File: src/rtl/wb_arbiter_rr_pkg.sv
// Shared types and Wishbone bus widths for the two-master round-robin arbiter.
package wb_arb_pkg;

  localparam int ADR_W = 30;
  localparam int DAT_W = 32;
  localparam int SEL_W = 4;

  typedef enum logic [1:0] {
    IDLE = 2'd0,
    GNT0 = 2'd1,
    GNT1 = 2'd2
  } arb_state_t;

  // Index of a master; 0 = sentinel core, 1 = DMA/debug.
  typedef logic idx_t;

  // Round-robin pick among current requesters; on a tie the master that
  // was not granted last wins.
  function automatic arb_state_t arb_pick(input logic req0, input logic req1,
                                          input idx_t last);
    if (req0 && req1) return (last == 1'b1) ? GNT0 : GNT1;
    if (req0)         return GNT0;
    if (req1)         return GNT1;
    return IDLE;
  endfunction

endpackage

File: src/rtl/wb_arbiter_rr_if.sv
// Wishbone classic bus bundle. "master" is the side that issues cycles,
// "slave" is the side that answers them.
interface wb_arbiter_rr_if;
  import wb_arb_pkg::*;

  logic             cyc;
  logic             stb;
  logic             we;
  logic [ADR_W-1:0] adr;
  logic [SEL_W-1:0] sel;
  logic [DAT_W-1:0] dat_w;
  logic [DAT_W-1:0] dat_r;
  logic             ack;
  logic             err;

  modport master (output cyc, stb, we, adr, sel, dat_w,
                  input  dat_r, ack);
  modport slave  (input  cyc, stb, we, adr, sel, dat_w,
                  output dat_r, ack, err);
endinterface

File: src/rtl/wb_arbiter_rr_watchdog.sv
// Bus watchdog: counts consecutive strobe cycles without an ack and flags
// an abort on the TIMEOUT-th one so a hung peripheral cannot lock the bus.
module wb_watchdog #(
  parameter int TIMEOUT = 8,
  parameter int CNT_W   = 8
) (
  input  logic clk,
  input  logic rst,
  input  logic stb,
  input  logic ack,
  output logic abort
);

  localparam logic [CNT_W-1:0] LP_LAST = CNT_W'(TIMEOUT - 1);
  localparam logic [CNT_W-1:0] LP_SAT  = CNT_W'(TIMEOUT);

  logic [CNT_W-1:0] r_cnt;

  // An ack in the would-be abort cycle wins: abort requires ~ack.
  assign abort = stb & ~ack & (r_cnt == LP_LAST);

  // Stall counter: cleared by idle, ack or abort; otherwise saturating count.
  always_ff @(posedge clk or posedge rst) begin
    if (rst)                        r_cnt <= '0;
    else if (!stb || ack || abort)  r_cnt <= '0;
    else if (r_cnt != LP_SAT)       r_cnt <= r_cnt + 1'b1;
  end

endmodule

File: src/rtl/wb_arbiter_rr.sv
// Two-master round-robin Wishbone classic arbiter with bus watchdog.
// A grant is held for the whole cycle (cyc high) so multi-beat and RMW
// cycles are never split; the watchdog forces the bus back to IDLE.
module wb_arbiter_rr
  import wb_arb_pkg::*;
#(
  parameter int TIMEOUT = 8,
  parameter int CNT_W   = 8
) (
  input  logic              clk,
  input  logic              rst,
  wb_arbiter_rr_if.slave    m0,
  wb_arbiter_rr_if.slave    m1,
  wb_arbiter_rr_if.master   s,
  output logic [1:0]        gnt
);

  arb_state_t r_state;
  arb_state_t w_next;
  idx_t       r_last;
  logic       w_stb;
  logic       w_abort;

  wb_watchdog #(
    .TIMEOUT (TIMEOUT),
    .CNT_W   (CNT_W)
  ) u_wdog (
    .clk   (clk),
    .rst   (rst),
    .stb   (w_stb),
    .ack   (s.ack),
    .abort (w_abort)
  );

  // Grant state and last-granted master; last follows every grant.
  always_ff @(posedge clk or posedge rst) begin
    if (rst) begin
      r_state <= IDLE;
      r_last  <= 1'b1;
    end else begin
      r_state <= w_next;
      if (w_next == GNT0)      r_last <= 1'b0;
      else if (w_next == GNT1) r_last <= 1'b1;
    end
  end

  // Next grant: hold while the owner keeps cyc, hand off directly when it drops.
  always_comb begin
    w_next = r_state;
    unique case (r_state)
      IDLE: w_next = arb_pick(m0.cyc, m1.cyc, r_last);
      GNT0: begin
        if (w_abort)      w_next = IDLE;
        else if (!m0.cyc) w_next = arb_pick(m0.cyc, m1.cyc, r_last);
      end
      GNT1: begin
        if (w_abort)      w_next = IDLE;
        else if (!m1.cyc) w_next = arb_pick(m0.cyc, m1.cyc, r_last);
      end
      default: w_next = IDLE;
    endcase
  end

  // Slave-side mux from the granted master; bus driven to zero when idle.
  always_comb begin
    s.cyc   = 1'b0;
    w_stb   = 1'b0;
    s.we    = 1'b0;
    s.adr   = '0;
    s.sel   = '0;
    s.dat_w = '0;
    case (r_state)
      GNT0: begin
        s.cyc   = m0.cyc;
        w_stb   = m0.stb;
        s.we    = m0.we;
        s.adr   = m0.adr;
        s.sel   = m0.sel;
        s.dat_w = m0.dat_w;
      end
      GNT1: begin
        s.cyc   = m1.cyc;
        w_stb   = m1.stb;
        s.we    = m1.we;
        s.adr   = m1.adr;
        s.sel   = m1.sel;
        s.dat_w = m1.dat_w;
      end
      default: ;
    endcase
  end

  assign s.stb = w_stb;

  // Responses reach only the granted master; read data is broadcast.
  assign m0.dat_r = s.dat_r;
  assign m1.dat_r = s.dat_r;
  assign m0.ack   = (r_state == GNT0) & s.ack & ~w_abort;
  assign m1.ack   = (r_state == GNT1) & s.ack & ~w_abort;
  assign m0.err   = (r_state == GNT0) & w_abort;
  assign m1.err   = (r_state == GNT1) & w_abort;
  assign gnt      = {r_state == GNT1, r_state == GNT0};

endmodule

File: src/flat_wrapper.sv
// flat-port wrapper written by rule: the top's interface ports become plain ports
module wb_arbiter_rr_flat import wb_arb_pkg::*;
#(
  parameter int TIMEOUT = 8,
  parameter int CNT_W   = 8
)
  (clk, rst, gnt, m0_cyc, m0_stb, m0_we, m0_adr, m0_sel, m0_dat_w, m0_dat_r, m0_ack, m0_err, m1_cyc, m1_stb, m1_we, m1_adr, m1_sel, m1_dat_w, m1_dat_r, m1_ack, m1_err, s_cyc, s_stb, s_we, s_adr, s_sel, s_dat_w, s_dat_r, s_ack);
  wb_arbiter_rr_if m0_i ();
  wb_arbiter_rr_if m1_i ();
  wb_arbiter_rr_if s_i ();
  input  logic clk;
  input  logic rst;
  output logic [1:0] gnt;
  input wire logic [$bits(m0_i.cyc)-1:0] m0_cyc;
  input wire logic [$bits(m0_i.stb)-1:0] m0_stb;
  input wire logic [$bits(m0_i.we)-1:0] m0_we;
  input wire logic [$bits(m0_i.adr)-1:0] m0_adr;
  input wire logic [$bits(m0_i.sel)-1:0] m0_sel;
  input wire logic [$bits(m0_i.dat_w)-1:0] m0_dat_w;
  output wire logic [$bits(m0_i.dat_r)-1:0] m0_dat_r;
  output wire logic [$bits(m0_i.ack)-1:0] m0_ack;
  output wire logic [$bits(m0_i.err)-1:0] m0_err;
  input wire logic [$bits(m1_i.cyc)-1:0] m1_cyc;
  input wire logic [$bits(m1_i.stb)-1:0] m1_stb;
  input wire logic [$bits(m1_i.we)-1:0] m1_we;
  input wire logic [$bits(m1_i.adr)-1:0] m1_adr;
  input wire logic [$bits(m1_i.sel)-1:0] m1_sel;
  input wire logic [$bits(m1_i.dat_w)-1:0] m1_dat_w;
  output wire logic [$bits(m1_i.dat_r)-1:0] m1_dat_r;
  output wire logic [$bits(m1_i.ack)-1:0] m1_ack;
  output wire logic [$bits(m1_i.err)-1:0] m1_err;
  output wire logic [$bits(s_i.cyc)-1:0] s_cyc;
  output wire logic [$bits(s_i.stb)-1:0] s_stb;
  output wire logic [$bits(s_i.we)-1:0] s_we;
  output wire logic [$bits(s_i.adr)-1:0] s_adr;
  output wire logic [$bits(s_i.sel)-1:0] s_sel;
  output wire logic [$bits(s_i.dat_w)-1:0] s_dat_w;
  input wire logic [$bits(s_i.dat_r)-1:0] s_dat_r;
  input wire logic [$bits(s_i.ack)-1:0] s_ack;
  assign m0_i.cyc = m0_cyc;
  assign m0_i.stb = m0_stb;
  assign m0_i.we = m0_we;
  assign m0_i.adr = m0_adr;
  assign m0_i.sel = m0_sel;
  assign m0_i.dat_w = m0_dat_w;
  assign m0_dat_r = m0_i.dat_r;
  assign m0_ack = m0_i.ack;
  assign m0_err = m0_i.err;
  assign m1_i.cyc = m1_cyc;
  assign m1_i.stb = m1_stb;
  assign m1_i.we = m1_we;
  assign m1_i.adr = m1_adr;
  assign m1_i.sel = m1_sel;
  assign m1_i.dat_w = m1_dat_w;
  assign m1_dat_r = m1_i.dat_r;
  assign m1_ack = m1_i.ack;
  assign m1_err = m1_i.err;
  assign s_cyc = s_i.cyc;
  assign s_stb = s_i.stb;
  assign s_we = s_i.we;
  assign s_adr = s_i.adr;
  assign s_sel = s_i.sel;
  assign s_dat_w = s_i.dat_w;
  assign s_i.dat_r = s_dat_r;
  assign s_i.ack = s_ack;
  wb_arbiter_rr #(.TIMEOUT(TIMEOUT), .CNT_W(CNT_W)) u_core (.clk(clk), .rst(rst), .m0(m0_i), .m1(m1_i), .s(s_i), .gnt(gnt));
endmodule
File: config.mk
export PLATFORM = sky130hd
export DESIGN_NAME = wb_arbiter_rr_flat
export DESIGN_NICKNAME = d
export VERILOG_FILES = /design/src/rtl/wb_arbiter_rr_pkg.sv /design/src/rtl/wb_arbiter_rr_if.sv /design/src/rtl/wb_arbiter_rr_watchdog.sv /design/src/rtl/wb_arbiter_rr.sv /design/src/flat_wrapper.sv
export SDC_FILE = /design/constraint.sdc
export NUM_CORES = 1
export LEC_CHECK = 0
export ABC_AREA = 1
export BUFFER_PORTS_ARGS = -buffer_cell sky130_fd_sc_hd__buf_2
export CORE_AREA = 4 4 118 120
export DETAILED_ROUTE_END_ITERATION = 6
export DIE_AREA = 0 0 122 124
export GPL_TIMING_DRIVEN = 1
export SYNTH_ARGS = -nofsm -noshare
export SYNTH_HDL_FRONTEND = slang
export SYNTH_SLANG_ARGS = --single-unit
File: constraint.sdc
create_clock -name clk -period 3.1 [get_ports clk]
set_clock_uncertainty 0.2 [all_clocks]
set_input_delay 0.465 -clock clk [delete_from_list [all_inputs] [get_ports clk]]
set_output_delay 0.465 -clock clk [all_outputs]
set_load 0.01 [all_outputs]
==> flow_summary.toml <==
[clock_tree]
numCtsBuffers = 3
ctsResizeCount = 0
clock-root-buffer = "clkbuf_16"
holdBufCountCts = 0
cts_htree_levels = 1
cts_setup_buffers = 0
clock-sinks = 11
clk_pin_slew_ps = 40
clk_latency_ps = 230
clk_path_buf_depth = 2
cts_tree = "yes"

[status]
outcome = "complete, no violations"

[critical_path]
crit_type = "reg2out"
reg2reg_depth = 9
cp_max_fo = 30
end_kind = "output port"
crit_path_cell_trace = "inv_1 > ha_2 > buf_4 > nand2_1 > a21oi_1 > buf_2"
max_stage_delay_ps = 390
cp.arrival_ps = 1910
worstSetupStartpointType = "flop"
critPathRequiredTime_ps = 2430
crit_slowest_cell = "dfrtp_1"

[die]
die_h_um = 124
row_count = 42
die_w_um = 122
start_util_pct = 17.1
dieArea_um2 = 15100
core_area_um2 = 13000
ioPinCount = 312

[yosys]
ys_ff_latch = 11
syn_nets = 574
seq_area_frac_synth_pct = 12.4
avgSynthCellArea_um2 = 5.64
syn_area_um2 = 2220
synth_area_leaders = "nand2_1 27%, buf_4 23%, a21oi_1 16%"
ys_warn_count = 0
ys_types = 25
synth_top_area_share_pct = 26.7
yosysTopAreaCell = "nand2_1"
synthCells = 394

[detailed_routing]
drc = 0
dr_total_vias = 2814
drt_iter0_drc = 185
first_pass_iters = 4
final_antenna_net_count = 0
wl_per_cell_um = 13.5
wirelength_um = 9590
viasPerCell = 3.97

[hold_path]
hp-class = "in2async"

[grt]
grt_pass1_vias = 2443
grt_pass1_wl_um = 13200
grt_max_degree = 37
antenna_found_initial = 1
grtUsageTotal_pct = 10.8
grt_overflow = 0

[placement]
routabilityCongestion = 0.800
portBuffers = 215
dpl.hpwl_um = 7940
placed_cells = 704

[final_layout]
layout.cells.non_filler = 708
register_area_um2 = 277
synthToLayoutAreaGrowth_pct = 37.3
fill_cells = 1498
diodes = 0
drive_gt1_share_pct = 44.5
nNetsFinal = 713
multi_input_area_um2 = 1270

[pwr]
p_leak_nw = 1.65
pwr-share-comb_pct = 78.8
swShare_pct = 55.7
p_sw_mw = 1.10
p_int_mw = 0.875
powerDensity_nw_per_um2 = 648
p_seq_share_pct = 9.5
clkPwrFrac_pct = 11.7
irDropWorstVdd_uv = 581

[sta]
timing.fmax_mhz = 389
finalSetupViolations = 0
finalCritPeriodShare_pct = 83.0
setup-tns-final_ps = 0
rsz0062_at_grt = "false"
hold_viol = 0
slew_viol_final = 0
finalCriticalPeriod_ps = 2570
maxSlewHeadroom_pct = 69.8
worst_slew_pin_slew_ps = 452

[job]
cap_violations = 0
## power groups by stage
| stage | Sequential [mW] | Combinational, mW | Clock [mW] |
|---|---|---|---|
| 2_1_floorplan | 0.185 | 1.09 | 0 |
| 3_3_place_gp | 0.190 | 1.56 | 0 |
| 3_5_place_dp | 0.189 | 1.57 | 0 |
| 4_1_cts | 0.188 | 1.58 | 0.236 |
| 5_1_grt | 0.191 | 1.74 | 0.246 |
| 6_report | 0.188 | 1.56 | 0.232 |
## layer usage
| metal | global-route usage, % | up-vias | wire length (um) |
|---|---|---|---|
| met5 | 0 | - | 13 |
| met4 | 1.26 | 2 | 34 |
| met3 | 5.00 | 6 | 1350 |
| met2 | 18.4 | 163 | 4540 |
| met1 | 12.9 | 1204 | 3650 |
| li1 | - | 1439 | - |
## layout make-up
| type | instances | area share (%) |
|---|---|---|
| clock buffer | 4 | 2.58 |
| sequential | 11 | 9.06 |
| multi-input combinational | 275 | 41.8 |
| inverter | 21 | 2.62 |
| tap | 176 | 7.22 |
| timing repair buffer | 221 | 36.7 |
## synth_stat cells
library cell and number:
xor2_1 2, clkbuf_1 7, inv_2 2, clkinv_1 1
a31oi_1 1, nand3_1 6, o211ai_1 1, a21oi_2 1
nor2_1 16, nand2_1 158, nand2_2 3, xnor2_1 3
inv_1 17, o21ai_0 3, clkinv_2 1, nand4_1 1
buf_2 12, nor2_4 1, ha_1 7, dfrtp_1 10
dfstp_2 1, nand2_4 1, nor2_8 1, a21oi_1 70
buf_4 68
## placed cells by master, fill, tap and decap left out
cell / synthesis / routed
xnor2_1: 3 / 3
clkinv_1: 1 / 1
clkinv_2: 1 / 1
ha_2: 0 / 2
xor2_1: 2 / 2
nor2_1: 16 / 16
dfstp_2: 1 / 1
o21ai_0: 3 / 3
nand3_1: 6 / 6
buf_4: 68 / 6
buf_2: 12 / 215
nor2_8: 1 / 1
nand4_1: 1 / 1
clkbuf_16: 0 / 3
a21oi_1: 70 / 70
nand2_2: 3 / 3
ha_1: 7 / 5
clkbuf_1: 7 / 1
nand2_4: 1 / 1
nor2_4: 1 / 1
dfrtp_1: 10 / 10
inv_2: 2 / 2
a31oi_1: 1 / 1
a21oi_2: 1 / 1
nand2_1: 158 / 158
o211ai_1: 1 / 1
inv_1: 17 / 17
## sequential cells by signal, indices dropped and copies added, names as in the netlist
register and count:
u_core.u_wdog.r_cnt 8, u_core.r_state 2, u_core.r_last 1
## critical path, delay by kind of cell (launching register included)
kind,cells,cell delay [ps]
buf+inv,3,620
flops,1,390
fa+ha+maj,1,310
compound gates,1,200
simple gates,1,140
## cells by family after synthesis
group,Yosys count,share of synthesized area [%]
AOI/OAI and AO/OA,76,17.4
xor gates and xnor gates,5,1.97
DFF,11,12.4
buffers and inverters,108,30.4
and+or+nand+nor,187,33.8
adders and majority gates,7,3.94
## worst paths after layout
check,from,to,slack [ps]
setup / recovery,u_core.r_state[1]$_DFF_PP0_,s_adr[5],530
hold / removal,rst,u_core.r_state[1]$_DFF_PP0_,30
setup reg to reg,u_core.r_state[0]$_DFF_PP0_,u_core.r_last$_DFFE_PP1P_,750
hold reg to reg,u_core.r_last$_DFFE_PP1P_,u_core.r_last$_DFFE_PP1P_,290
max in group asynchronous,rst,u_core.r_last$_DFFE_PP1P_,2330
min in group clk,u_core.r_last$_DFFE_PP1P_,u_core.r_last$_DFFE_PP1P_,290
## through the flow
step                      util, %  instance area, um2  hold slack, ps  worst slack [ps]  total power [mW]
after floorplan                 -                2220             117              1010              1.28
after global placement       22.9                2970             276               777              1.75
after detailed placement     22.9                2970             290               740              1.76
after CTS                    23.5                3050            55.7               520              2.00
after global routing         23.5                3050            68.3               356              2.17
final                        23.5                3050            31.8               528              1.98
No activity file was read; power rests on OpenSTA's default activity.
